--- config.mk ---
export PLATFORM = sky130hd
export DESIGN_NAME = alu_arbiter_flat
export DESIGN_NICKNAME = d
export VERILOG_FILES = /design/src/rtl/alu_arbiter_if.sv /design/src/rtl/alu_arbiter.sv /design/src/flat_wrapper.sv
export SDC_FILE = /design/constraint.sdc
export NUM_CORES = 1
export LEC_CHECK = 0
export ABC_AREA = 1
export BUFFER_PORTS_ARGS = -buffer_cell sky130_fd_sc_hd__buf_2
export CAP_MARGIN = 20
export CORE_UTILIZATION = 35
export CTS_BUF_LIST = sky130_fd_sc_hd__clkbuf_4 sky130_fd_sc_hd__clkbuf_8 sky130_fd_sc_hd__clkbuf_16
export DETAILED_ROUTE_END_ITERATION = 16
export GPL_TIMING_DRIVEN = 1
export SYNTH_ARGS = -nofsm -noshare
export SYNTH_HDL_FRONTEND = slang
export SYNTH_SLANG_ARGS = --single-unit
--- constraint.sdc ---
create_clock -name clk -period 2.7 [get_ports clk]
set_clock_uncertainty 0.2 [all_clocks]
set_input_delay 0 -clock clk [delete_from_list [all_inputs] [get_ports clk]]
set_output_delay 0 -clock clk [all_outputs]
set_load 0.02 [all_outputs]
--- src/rtl/alu_arbiter_if.sv ---
// Bundle of the requester, ALU and response channels around alu_arbiter.
// The arbiter uses the slave modport; the requesters, the ALU and the consumer sit on master.
interface alu_arbiter_if #(
  parameter int DW  = 32,
  parameter int OPW = 5
);
  logic           req0_valid;
  logic           req0_ready;
  logic [DW-1:0]  req0_a;
  logic [DW-1:0]  req0_b;
  logic [OPW-1:0] req0_op;

  logic           req1_valid;
  logic           req1_ready;
  logic [DW-1:0]  req1_a;
  logic [DW-1:0]  req1_b;
  logic [OPW-1:0] req1_op;

  logic [DW-1:0]  alu_a;
  logic [DW-1:0]  alu_b;
  logic [OPW-1:0] alu_s;
  logic [DW-1:0]  alu_w;

  logic           rsp_valid;
  logic           rsp_ready;
  logic           rsp_id;
  logic [DW-1:0]  rsp_data;
  logic           rsp_err;
  logic           busy;

  modport slave (
    input  req0_valid, req0_a, req0_b, req0_op,
    input  req1_valid, req1_a, req1_b, req1_op,
    input  alu_w, rsp_ready,
    output req0_ready, req1_ready,
    output alu_a, alu_b, alu_s,
    output rsp_valid, rsp_id, rsp_data, rsp_err, busy
  );

  modport master (
    output req0_valid, req0_a, req0_b, req0_op,
    output req1_valid, req1_a, req1_b, req1_op,
    output alu_w, rsp_ready,
    input  req0_ready, req1_ready,
    input  alu_a, alu_b, alu_s,
    input  rsp_valid, rsp_id, rsp_data, rsp_err, busy
  );
endinterface

--- src/rtl/alu_arbiter.sv ---
// Two-requester arbiter in front of a shared combinational ALU, with error detection and a tagged response.
// Define ALU_ARB_FIXED_PRIO_EN for fixed priority to requester 0; otherwise round-robin.
module alu_arbiter #(
  parameter int DW       = 32,
  parameter int OPW      = 5,
  parameter int MD_LAT   = 4,
  parameter int BASE_LAT = 1
) (
  input logic          clk,
  input logic          rst,
  alu_arbiter_if.slave bus
);

  localparam int MAX_LAT = (MD_LAT > BASE_LAT) ? MD_LAT : BASE_LAT;
  localparam int CW      = (MAX_LAT > 1) ? $clog2(MAX_LAT) : 1;

  typedef enum logic [1:0] {IDLE, EXEC, RESP} state_e;

  state_e         state_q;
  logic [CW-1:0]  cnt_q;
  logic [DW-1:0]  alu_a_q, alu_b_q;
  logic [OPW-1:0] alu_s_q;
  logic           rsp_valid_q, rsp_id_q, rsp_err_q;
  logic [DW-1:0]  rsp_data_q;

  logic           grant0, grant1, accept, acc_id;
  logic [DW-1:0]  acc_a, acc_b;
  logic [OPW-1:0] acc_op;
  logic           is_md, is_div, is_ill, err_d;
  logic [CW-1:0]  cnt_d;

`ifdef ALU_ARB_FIXED_PRIO_EN
  assign grant0 = bus.req0_valid;
  assign grant1 = bus.req1_valid & ~bus.req0_valid;
`else
  logic last_q;
  // On a tie the requester that did not win last time is served.
  assign grant0 = bus.req0_valid & (~bus.req1_valid | last_q);
  assign grant1 = bus.req1_valid & (~bus.req0_valid | ~last_q);
`endif

  assign bus.req0_ready = (state_q == IDLE) & grant0;
  assign bus.req1_ready = (state_q == IDLE) & grant1;
  assign accept         = bus.req0_ready | bus.req1_ready;

  // NOTE: every variable gets a default at the top so no path leaves it unassigned and infers a latch.
  always_comb begin
    acc_id = 1'b0;
    acc_a  = bus.req0_a;
    acc_b  = bus.req0_b;
    acc_op = bus.req0_op;
    if (grant1) begin
      acc_id = 1'b1;
      acc_a  = bus.req1_a;
      acc_b  = bus.req1_b;
      acc_op = bus.req1_op;
    end
    is_md  = (acc_op[OPW-1:2] == (OPW-2)'(1));
    is_div = (acc_op[OPW-1:1] == (OPW-1)'(3));
    is_ill = acc_op[OPW-1];
    err_d  = is_ill | (is_div & (acc_b == '0));
    cnt_d  = is_md ? CW'(MD_LAT - 1) : CW'(BASE_LAT - 1);
  end

  // NOTE: all state is updated with non-blocking assignments so every register samples pre-edge values.
  always_ff @(posedge clk) begin
    if (rst) begin
      state_q     <= IDLE;
      cnt_q       <= '0;
      alu_a_q     <= '0;
      alu_b_q     <= '0;
      alu_s_q     <= '0;
      rsp_valid_q <= 1'b0;
      rsp_id_q    <= 1'b0;
      rsp_err_q   <= 1'b0;
      rsp_data_q  <= '0;
`ifndef ALU_ARB_FIXED_PRIO_EN
      last_q      <= 1'b1;
`endif
    end else begin
      case (state_q)
        IDLE: begin
          if (accept) begin
            alu_a_q  <= acc_a;
            alu_b_q  <= acc_b;
            alu_s_q  <= acc_op;
            rsp_id_q <= acc_id;
`ifndef ALU_ARB_FIXED_PRIO_EN
            last_q   <= acc_id;
`endif
            if (err_d) begin
              // Illegal opcode or divide by zero answers immediately; the ALU output is never used.
              rsp_data_q  <= '0;
              rsp_err_q   <= 1'b1;
              rsp_valid_q <= 1'b1;
              state_q     <= RESP;
            end else begin
              cnt_q   <= cnt_d;
              state_q <= EXEC;
            end
          end
        end
        EXEC: begin
          if (cnt_q != '0) begin
            cnt_q <= cnt_q - CW'(1);
          end else begin
            rsp_data_q  <= bus.alu_w;
            rsp_err_q   <= 1'b0;
            rsp_valid_q <= 1'b1;
            state_q     <= RESP;
          end
        end
        RESP: begin
          if (bus.rsp_ready) begin
            rsp_valid_q <= 1'b0;
            state_q     <= IDLE;
          end
        end
        default: state_q <= IDLE;
      endcase
    end
  end

  assign bus.alu_a     = alu_a_q;
  assign bus.alu_b     = alu_b_q;
  assign bus.alu_s     = alu_s_q;
  assign bus.rsp_valid = rsp_valid_q;
  assign bus.rsp_id    = rsp_id_q;
  assign bus.rsp_data  = rsp_data_q;
  assign bus.rsp_err   = rsp_err_q;
  assign bus.busy      = (state_q != IDLE);

endmodule
--- src/flat_wrapper.sv ---
// flat-port wrapper written by rule: the top's interface ports become plain ports
module alu_arbiter_flat 
#(
  parameter int DW       = 32,
  parameter int OPW      = 5,
  parameter int MD_LAT   = 4,
  parameter int BASE_LAT = 1
)
  (clk, rst, bus_req0_valid, bus_req0_a, bus_req0_b, bus_req0_op, bus_req1_valid, bus_req1_a, bus_req1_b, bus_req1_op, bus_alu_w, bus_rsp_ready, bus_req0_ready, bus_req1_ready, bus_alu_a, bus_alu_b, bus_alu_s, bus_rsp_valid, bus_rsp_id, bus_rsp_data, bus_rsp_err, bus_busy);
  alu_arbiter_if #(.DW(DW), .OPW(OPW)) bus_i ();
  input logic clk;
  input logic rst;
  input wire logic [$bits(bus_i.req0_valid)-1:0] bus_req0_valid;
  input wire logic [$bits(bus_i.req0_a)-1:0] bus_req0_a;
  input wire logic [$bits(bus_i.req0_b)-1:0] bus_req0_b;
  input wire logic [$bits(bus_i.req0_op)-1:0] bus_req0_op;
  input wire logic [$bits(bus_i.req1_valid)-1:0] bus_req1_valid;
  input wire logic [$bits(bus_i.req1_a)-1:0] bus_req1_a;
  input wire logic [$bits(bus_i.req1_b)-1:0] bus_req1_b;
  input wire logic [$bits(bus_i.req1_op)-1:0] bus_req1_op;
  input wire logic [$bits(bus_i.alu_w)-1:0] bus_alu_w;
  input wire logic [$bits(bus_i.rsp_ready)-1:0] bus_rsp_ready;
  output wire logic [$bits(bus_i.req0_ready)-1:0] bus_req0_ready;
  output wire logic [$bits(bus_i.req1_ready)-1:0] bus_req1_ready;
  output wire logic [$bits(bus_i.alu_a)-1:0] bus_alu_a;
  output wire logic [$bits(bus_i.alu_b)-1:0] bus_alu_b;
  output wire logic [$bits(bus_i.alu_s)-1:0] bus_alu_s;
  output wire logic [$bits(bus_i.rsp_valid)-1:0] bus_rsp_valid;
  output wire logic [$bits(bus_i.rsp_id)-1:0] bus_rsp_id;
  output wire logic [$bits(bus_i.rsp_data)-1:0] bus_rsp_data;
  output wire logic [$bits(bus_i.rsp_err)-1:0] bus_rsp_err;
  output wire logic [$bits(bus_i.busy)-1:0] bus_busy;
  assign bus_i.req0_valid = bus_req0_valid;
  assign bus_i.req0_a = bus_req0_a;
  assign bus_i.req0_b = bus_req0_b;
  assign bus_i.req0_op = bus_req0_op;
  assign bus_i.req1_valid = bus_req1_valid;
  assign bus_i.req1_a = bus_req1_a;
  assign bus_i.req1_b = bus_req1_b;
  assign bus_i.req1_op = bus_req1_op;
  assign bus_i.alu_w = bus_alu_w;
  assign bus_i.rsp_ready = bus_rsp_ready;
  assign bus_req0_ready = bus_i.req0_ready;
  assign bus_req1_ready = bus_i.req1_ready;
  assign bus_alu_a = bus_i.alu_a;
  assign bus_alu_b = bus_i.alu_b;
  assign bus_alu_s = bus_i.alu_s;
  assign bus_rsp_valid = bus_i.rsp_valid;
  assign bus_rsp_id = bus_i.rsp_id;
  assign bus_rsp_data = bus_i.rsp_data;
  assign bus_rsp_err = bus_i.rsp_err;
  assign bus_busy = bus_i.busy;
  alu_arbiter #(.DW(DW), .OPW(OPW), .MD_LAT(MD_LAT), .BASE_LAT(BASE_LAT)) u_core (.clk(clk), .rst(rst), .bus(bus_i));
endmodule
==> run summary, run 1 <==
Vias per cell -> 4.87
GRT Total Usage -> 0.250
Synth unique cells -> 24
Worst-Margin Slew -> 0.524 ns
Synth Register Bits -> 109
Initial antenna violation count -> 0
Area Growth Syn to Fin -> 68.5%
Drt pass-1 iters -> 5
Power Dens Cells -> 872 mW/mm^2
CTS Buffer Depth -> 2
Final #Nets -> 1,386
Final Hold Viols -> 0
ANT cells -> 0
Synth warn -> 0
Flop2flop setup slack -> 0.20 ns
Tot Pwr -> 7740 uW
Boundary Pins -> 282
Final setup vio count -> 0
Latest clock arrival within the worst-skew pair -> 0.35 ns
Num Clock Sinks -> 109
Sequential-to-total area share from yosys stat -> 0.414
Core Area -> 0.0146 sq mm
Syn avg cell area -> 6.71 sq um
DP Area -> 0.00678 sq mm
CP Capture Type -> flop
Leak -> 0.00466 uW
Post-Syn Instances -> 785
CP startpoint kind -> flop
First-pass GRT wire length -> 31,700 um
CTS root buf -> clkbuf_16
Die height -> 125 um
Maximum clock rate -> 0.400 GHz
Post-layout util -> 0.609
DR iter-0 viols -> 371
Crit path arrival time -> 2.60 ns
CP required -> 2.80 ns
Setup TNS -> 0 ns
Rel. slew slack -> 0.650
Outcome -> finished clean
DP HPWL -> 11,900 um
Max cap viols -> 0
Vias in the first global route -> 6,608
Grt ovf -> 0
H-tree Lvls -> 3
Final number of max-transition violations -> 0
Layout Cells excl Fill -> 1,399
Die Area -> 0.0156 sq mm
Final period utilization -> 0.926
Post-Syn Area -> 0.00527 sq mm
Max IR drop VDD -> 0.381 mV
CTS clk-pin slew, worst paths -> 0.08 ns
WS Path Type -> flop to flop
RSZ-0062 raised after global routing -> no
Cell Rows -> 44
Post-route cell area -> 0.00888 sq mm
Syn_nets -> 961
Worst hold path type -> input pin to flop
Gpl congestion -> 0.813
Die Wd -> 125 um
Critical-path maximum fanout -> 32
Share of cells above drive strength 1 -> 0.268
Via Count -> 6,817
CTS tree -> yes
Initial Utilization -> 0.361
Buffers added on ports -> 281
Final wirelength -> 20,000 um
Antenna-violating nets left -> 0
# DRC -> 0
CTS Buf Count -> 9
Post-CTS Setup Inserts -> 0
Final min period -> 2.50 ns
Avg WL per Cell -> 14.3 um
Inst Count DP -> 1,208
Pin count of the biggest net entering global routing -> 128
-- synthesized netlist by cell type, drive strengths merged --
master,n,area share
a21oi,36,0.034
a31oi,41,0.049
buf,25,0.037
clkbuf,33,0.024
dfxtp,109,0.41
ha,1,0.0024
inv,73,0.052
mux2i,1,0.0019
nand2,201,0.15
nand3,67,0.065
nand3b,22,0.031
nor2,102,0.074
o211ai,1,0.0014
o21ai,73,0.069
-- area by class of cell --
class	instances	area, sq um
clock buffer	10	233
clock inverter	6	63.8
fill	1343	5710
inverter	73	277
multi-input combinational	545	2520
sequential	109	2180
tap	184	230
timing repair buffer	472	3380
-- worst max-delay path, cell delays in order, from the launching register on --
cell and delay [ns]:
dfxtp_1 0.36, nor2_4 0.18, inv_1 0.11, nor2_2 0.14, inv_1 0.14, nand2_8 0.18, buf_16 0.20, o21ai_0 0.11
a31oi_1 0.21, dlygate4sd3_1 0.60
-- per-stage QoR --
| step | hold WS, ns | setup WS [ns] |
|---|---|---|
| 2_1_floorplan | -0.131 | 0.552 |
| 3_3_place_gp | 0.0466 | 0.341 |
| 3_5_place_dp | 0.0555 | 0.299 |
| 4_1_cts | 0.0944 | 0.0142 |
| 5_1_grt | 0.130 | 0.00466 |
| 6_report | 0.0895 | 0.199 |
-- sequential cells by signal (all words and copies together), names as in the netlist --
| register | flops |
|---|---|
| u_core.bus.rsp_err | 1 |
| u_core.bus.alu_a | 32 |
| u_core.bus.rsp_id | 1 |
| u_core.state_q | 2 |
| u_core.bus.rsp_data | 32 |
| u_core.last_q | 1 |
| u_core.bus.alu_s | 5 |
| u_core.bus.rsp_valid | 1 |
| u_core.bus.alu_b | 32 |
| u_core.cnt_q | 2 |
-- routing by layer --
metal / routed length [um] / share of wire / GRT usage / vias to the layer above
met5: 0 / 0 / 0 / -
met4: 816 / 0.041 / 0.145 / 0
met3: 1470 / 0.073 / 0.0576 / 63
met2: 9400 / 0.47 / 0.418 / 287
met1: 8270 / 0.41 / 0.290 / 3080
li1: - / - / - / 3387
-- timing repair --
action                     in CTS  in global routing
hold endpoints to repair      106                  0
gates resized for setup         0                  4
setup endpoints to repair       0                 40
hold buffers                  173                  0
-- where the power goes --
part / internal [uW] / switching, uW
Sequential: 2170 / 281
Combinational: 1540 / 2390
Clock: 730 / 640
-- cell families (layout without fill, tap and decap cells) --
logic type | count (synthesis) | after routing | synth area share
flip-flops | 109 | 109 | 0.414
AO/OA/AOI/OAI | 151 | 151 | 0.154
AND/OR/NAND/NOR | 392 | 392 | 0.316
adder cells (fa/ha/maj) | 1 | 1 | 0.00237
multiplexers | 1 | 1 | 0.00190
buffers and inverters | 131 | 561 | 0.113
-- layout by cell type (no fill, tap or decap), drive strengths merged, types with 2 or more instances in the layout --
cell type,n
inv,73
clkinv,3
o21ai,73
nand2,201
dlygate4sd3,173
a21oi,36
buf,297
nor2,102
nand3,67
clkinvlp,2
nand3b,22
a31oi,41
dfxtp,109
clkbuf,12
-- final timing paths --
check                        end          startpoint  cells past startpoint
max          u_core.bus.alu_a[6]   u_core.state_q[1]                      9
min          u_core.bus.alu_b[9]      bus_req1_valid                      5
max reg2reg  u_core.bus.alu_a[6]   u_core.state_q[1]                      9
min reg2reg   u_core.bus.rsp_err  u_core.bus.rsp_err                      2
Power figures use the tool's default switching activity.
==> run 2: changes to the inputs <==
--- a/config.mk
+++ b/config.mk
@@ -12,6 +12,7 @@
 export CTS_BUF_LIST = sky130_fd_sc_hd__clkbuf_4 sky130_fd_sc_hd__clkbuf_8 sky130_fd_sc_hd__clkbuf_16
 export DETAILED_ROUTE_END_ITERATION = 16
 export GPL_TIMING_DRIVEN = 1
+export SETUP_SLACK_MARGIN = 0.5
 export SYNTH_ARGS = -nofsm -noshare
 export SYNTH_HDL_FRONTEND = slang
 export SYNTH_SLANG_ARGS = --single-unit
==> run 2 against run 1 <==
Effect of this change:
- via count is 3.1% higher
- clock-buffer cell count stayed put
- register-to-register slack better by 0.26 ns
- die area stayed put
- worst hold slack worse by 0.033 ns
- cell count is 1.6% higher
- core utilization is 3.5 points higher
- flip-flop and latch count stayed put
- fmax is 12% higher
- critical path depth is 7 higher
- total power is 1.3% higher
- critical path type unchanged
- critical endpoint is now u_core.bus.rsp_data[6]
==> run summary, run 2 (same netlist as run 1, synthesis figures left out) <==
Share of cells above drive strength 1 -> 0.328 (+0.0599)
Cell Rows -> 44 (unchanged)
Grt ovf -> 0 (unchanged)
Final Hold Viols -> 0 (unchanged)
Worst-Margin Slew -> 0.534 ns (+0.00989 ns)
Worst hold path type -> input pin to flop
CTS tree -> yes
CTS Buf Count -> 9 (unchanged)
CTS Buffer Depth -> 2 (unchanged)
Latest clock arrival within the worst-skew pair -> 0.35 ns (about the same)
Layout Cells excl Fill -> 1,421 (+1.6%)
Buffers added on ports -> 281 (unchanged)
Initial antenna violation count -> 0 (unchanged)
ANT cells -> 0 (unchanged)
Gpl congestion -> 0.813 (unchanged)
Outcome -> finished clean
Die Area -> 0.0156 sq mm (unchanged)
Setup TNS -> 0 ns (unchanged)
Num Clock Sinks -> 109 (unchanged)
CTS clk-pin slew, worst paths -> 0.08 ns (about the same)
Power Dens Cells -> 835 mW/mm^2 (-4.2%)
Critical-path maximum fanout -> 15 (-53%)
Die height -> 125 um (unchanged)
GRT Total Usage -> 0.254 (+0.00442)
DR iter-0 viols -> 393 (+5.9%)
Boundary Pins -> 282 (unchanged)
Vias in the first global route -> 6,704 (+1.5%)
First-pass GRT wire length -> 32,300 um (+1.9%)
Avg WL per Cell -> 14.7 um (+2.8%)
Commonest cells after routing, fill and taps aside -> buf_2 (281), dlygate4sd3_1 (173), nand2_1 (163)
Fin Hold WS -> 0.0563 ns (-0.0332 ns)
Die Wd -> 125 um (unchanged)
Maximum clock rate -> 0.447 GHz (+12%)
CP Capture Type -> flop
Leak -> 0.00477 uW (+2.3%)
Slowest cell on the critical path -> dfxtp_4
WS Path Type -> flop to flop
RSZ-0062 raised after global routing -> yes
Final min period -> 2.24 ns (-0.262 ns)
Crit-path max cell delay -> 0.38 ns (-0.22 ns)
Initial Utilization -> 0.361 (unchanged)
# DRC -> 0 (unchanged)
Cell Chain, Critical Path -> nand2_8, nand2_8, buf_12, nand2_2, nand2_1, nand2_2, nor2_2, nand2_2, nor2_4, nand3_2, nand3_4, nand2_8, clkbuf_16, nand2_1, nand2_1, nor2_1
CTS root buf -> clkbuf_16
Final setup vio count -> 0 (unchanged)
CP required -> 2.79 ns (about the same)
Rel. slew slack -> 0.644 (-0.00660)
Crit path arrival time -> 2.33 ns (-0.27 ns)
Final number of max-transition violations -> 0 (unchanged)
Most common cell after layout, fill and taps aside -> buf_2
Final period utilization -> 0.829 (-0.0971)
Vias per cell -> 4.95 (+1.5%)
Pin count of the biggest net entering global routing -> 128 (unchanged)
Drt pass-1 iters -> 7 (+2)
Via Count -> 7,031 (+3.1%)
Area Growth Syn to Fin -> 78.3%
Antenna-violating nets left -> 0 (unchanged)
DP HPWL -> 11,900 um (unchanged)
Inst Count DP -> 1,208 (unchanged)
Final #Nets -> 1,408 (+1.6%)
Core Area -> 0.0146 sq mm (unchanged)
Max IR drop VDD -> 0.429 mV (+12%)
CP startpoint kind -> flop
H-tree Lvls -> 3 (unchanged)
Final wirelength -> 20,800 um (+4.4%)
Max cap viols -> 0 (unchanged)
==> run 2: cell count changes in the layout (fill, tap and decap cells not counted), moves of 4 or more <==
cell     change
nand2_1     -34
nand2_2     +29
nor2_1      -14
nor2_2      +12
buf_4       +11
buf_6        +4
nand2_4      +4
nand3_1      -4
==> run 2: metal layers <==
layer,track usage,vias up,routed length [um]
met5,0,-,0
met4,0.152,0,920
met3,0.0520,67,1460
met2,0.422,331,9900
met1,0.300,3203,8540
li1,-,3430,-
==> run 2: path summary, 6_finish.rpt <==
| path | from | endpoint | slack, ns | cells after the start |
|---|---|---|---|---|
| worst max-delay path | u_core.last_q | u_core.bus.rsp_data[6] | 0.46 | 16 |
| worst max register to register | u_core.last_q | u_core.bus.rsp_data[6] | 0.46 | 16 |
| worst min register to register | u_core.bus.rsp_err | u_core.bus.rsp_err | 0.27 | 2 |
| worst min-delay path | bus_req0_valid | u_core.bus.alu_b[8] | 0.06 | 5 |
==> run 2: what timing repair did <==
action | CTS | global route
hold buffers | 173 | 0
resized for setup | 8 | 80
pin swaps | 3 | 33
endpoints found under the hold margin | 106 | 0
setup endpoints to repair | 38 | 101
setup buffers | 2 | 16
gates cloned | 2 | 4
==> run 2: area by class of cell <==
type	count	area [sq um]
clock inverters	6	63.8
inverters	73	279
repair buffers	493	3640
fillers	1232	5190
well taps	184	230
multi-input cells	546	2770
clock buffers	10	233
flip-flops and latches	109	2190
==> run 2: per-stage QoR <==
step	util	setup WS, ns	area, sq um	power (uW)
after floorplan	-	0.552	5270	4760
after global placement	0.465	0.341	6780	5790
after detailed placement	0.465	0.299	6780	5810
after CTS	0.610	0.421	8890	7460
after global routing	0.644	0.338	9400	8390
final	0.644	0.461	9400	7840
==> run 2: worst max-delay path, delay by kind of cell (launching register included) <==
family                 cells  cell delay (ns)
and+or+nand+nor           14             1.25
DFF                        1             0.38
buffers and inverters      2             0.32
==> run 2: where the power goes <==
part	total (uW)	internal, uW	switching [uW]
registers	2460	2170	291
logic	4020	1560	2460
clock network	1370	730	638
==> run 3: changes to the inputs <==
==> constraint.sdc (replaced) <==
create_clock -name clk -period 2.2 [get_ports clk]
set_clock_uncertainty 0.2 [all_clocks]
set_input_delay 0 -clock clk [delete_from_list [all_inputs] [get_ports clk]]
set_output_delay 0 -clock clk [all_outputs]
set_load 0.02 [all_outputs]
==> run 3 against run 2 <==
Effect of this change:
- the run now ends with hold timing, setup timing left
- worst hold slack got worse by 0.34 ns
- global-route usage up 1.9 points
- flip-flop and latch count stayed put
- via count increased by 0.41%
- largest cell class unchanged
- final area grew 5.0%
- clock-buffer cell count down 1
- non-clock buffer count rose by 5
- total power grew 41%
- core utilization up 3.2 points
- die area stayed put
- worst setup slack got worse by 0.54 ns
- clock power up 21%
==> run summary, run 3 (same netlist as run 1, synthesis figures left out) <==
Final wirelength -> 22,500 um (+8.0%)
Vias in the first global route -> 6,943 (+3.6%)
Commonest cells after routing, fill and taps aside -> buf_2 (280), nand2_1 (166), dlygate4sd3_1 (118)
Cell Rows -> 44 (unchanged)
DP Area -> 0.00717 sq mm (+5.7%)
Buffers added on ports -> 281 (unchanged)
Core Area -> 0.0146 sq mm (unchanged)
Initial Utilization -> 0.361 (unchanged)
Outcome -> finished, violations left
Antenna-violating nets left -> 0 (unchanged)
Cell Chain, Critical Path -> nand2_8, nand2_8, buf_6, nand2_1, nand2_1, nand2_1, nor2_1, nand2_2, nor2_4, nand3_4, nand3_4, nand2_8, clkbuf_16, nor2_2, nor2_1
Worst hold stages -> 3 (-2)
Leak -> 0.00497 uW (+4.2%)
Worst reg2reg path depth -> 15 (-1)
CTS clk-pin slew, worst paths -> 0.08 ns (about the same)
Final min period -> 2.28 ns (+0.0406 ns)
Boundary Pins -> 282 (unchanged)
Max IR drop VDD -> 0.546 mV (+27%)
Final Hold Viols -> 27 (+27)
Share of cells above drive strength 1 -> 0.418 (+0.0900)
Tot Pwr -> 11,100 uW (+41%)
CTS Buf Count -> 9 (unchanged)
Critical-path maximum fanout -> 11 (-4)
Avg WL per Cell -> 15.8 um (+7.7%)
Fill count -> 1,162 (-5.7%)
CTS Buffer Depth -> 2 (unchanged)
Worst-Margin Slew -> 0.444 ns (-0.0897 ns)
DP HPWL -> 12,200 um (+2.4%)
Power Dens Cells -> 1130 mW/mm^2 (+35%)
Final setup vio count -> 35 (+35)
Area Growth Syn to Fin -> 87.2%
Vias per cell -> 4.95 (+0.13%)
# DRC -> 0 (unchanged)
Crit-path max cell delay -> 0.38 ns (about the same)
CP startpoint kind -> flop
H-tree Lvls -> 3 (unchanged)
GRT Total Usage -> 0.273 (+0.0189)
Failing checks -> hold timing, setup timing
CTS tree -> yes
CP required -> 2.25 ns (-0.54 ns)
Max cap viols -> 0 (unchanged)
CP Capture Type -> flop
Final number of max-transition violations -> 0 (unchanged)
CTS hold repair buffers -> 118 (-32%)
Via Count -> 7,060 (+0.41%)
Die Wd -> 125 um (unchanged)
Fin Hold WS -> -0.282 ns (-0.338 ns)
Pin count of the biggest net entering global routing -> 73 (-43%)
Maximum clock rate -> 0.439 GHz (-1.8%)
Setup TNS -> -1.37 ns (-1.37 ns)
Final period utilization -> 1.04 (+0.207)
Worst hold path type -> input pin to flop
ANT cells -> 0 (unchanged)
First-pass GRT wire length -> 34,100 um (+5.5%)
Grt ovf -> 0 (unchanged)
Crit path arrival time -> 2.33 ns (about the same)
Most common cell after layout, fill and taps aside -> buf_2
WS Path Type -> flop to flop
CTS root buf -> clkbuf_16
Gpl congestion -> 0.800 (-1.6%)
Initial antenna violation count -> 0 (unchanged)
DR iter-0 viols -> 420 (+6.9%)
Die Area -> 0.0156 sq mm (unchanged)
Rel. slew slack -> 0.704 (+0.0602)
Drt pass-1 iters -> 8 (+1)
Slowest cell on the critical path -> dfxtp_4
Final #Nets -> 1,413 (+0.36%)
Die height -> 125 um (unchanged)
Post-route cell area -> 0.00986 sq mm (+5.0%)
Latest clock arrival within the worst-skew pair -> 0.35 ns (about the same)
RSZ-0062 raised after global routing -> yes
Pre-CTS WS -> -0.232 ns (-0.531 ns)
Num Clock Sinks -> 109 (unchanged)
Setup slack after layout -> -0.0799 ns (-0.541 ns)
-- run 3: cell count changes in the layout (fill, tap and decap cells not counted), sizes merged --
cell | before | now
clkinv | 3 | 1
clkbuf | 14 | 15
buf | 316 | 374
dlygate4sd3 | 173 | 118
clkinvlp | 2 | 4
-- run 3: metrics by stage --
stage	utilization	hold slack, ns	std cells
2_1_floorplan	-	-0.138	785
3_3_place_gp	0.491	0.0501	1254
3_5_place_dp	0.491	0.0464	1254
4_1_cts	0.651	-0.293	1414
5_1_grt	0.676	-0.260	1425
6_report	0.676	-0.282	1425
-- run 3: per-layer routing --
| layer | part of all wire | GRT usage |
|---|---|---|
| met1 | 0.40 | 0.320 |
| met3 | 0.071 | 0.0537 |
| met2 | 0.49 | 0.471 |
| met4 | 0.030 | 0.137 |
| met5 | 0 | 0 |
-- run 3: final timing paths --
path | endpoint | slack (ns) | startpoint
hold reg to reg | u_core.bus.rsp_data[9] | 0.27 | u_core.bus.rsp_data[9]
setup / recovery | u_core.bus.rsp_data[12] | -0.08 | u_core.last_q
setup reg to reg | u_core.bus.rsp_data[12] | -0.08 | u_core.last_q
hold / removal | u_core.bus.alu_s[3] | -0.28 | bus_req0_op[3]
-- run 3: layout make-up --
type / instances / area, sq um / share of cell area
inverter: 73 / 277 / 0.0280
multi-input combinational: 546 / 2960 / 0.300
clock inverter: 6 / 65.1 / 0.00660
clock buffer: 9 / 225 / 0.0228
tap: 184 / 230 / 0.0233
sequential: 109 / 2190 / 0.222
timing repair buffer: 498 / 3930 / 0.398
-- run 3: repair_timing --
item	CTS	global route
pin swaps	48	15
cloned	14	7
gates resized for setup	150	56
hold endpoints to repair	106	27
endpoints found under the setup margin	107	108
buffers inserted	13	4
-- run 3: worst max-delay path, delay by kind of cell, from the launching register on --
family,cells,cell delay [ns]
DFF,1,0.38
and+or+nand+nor,13,1.27
buffers and inverters,2,0.32
-- run 3: where the power goes --
part           internal (uW)  switching [uW]
clock                    876             780
sequential              2660             412
combinational           2840            3530
total                   6380            4720
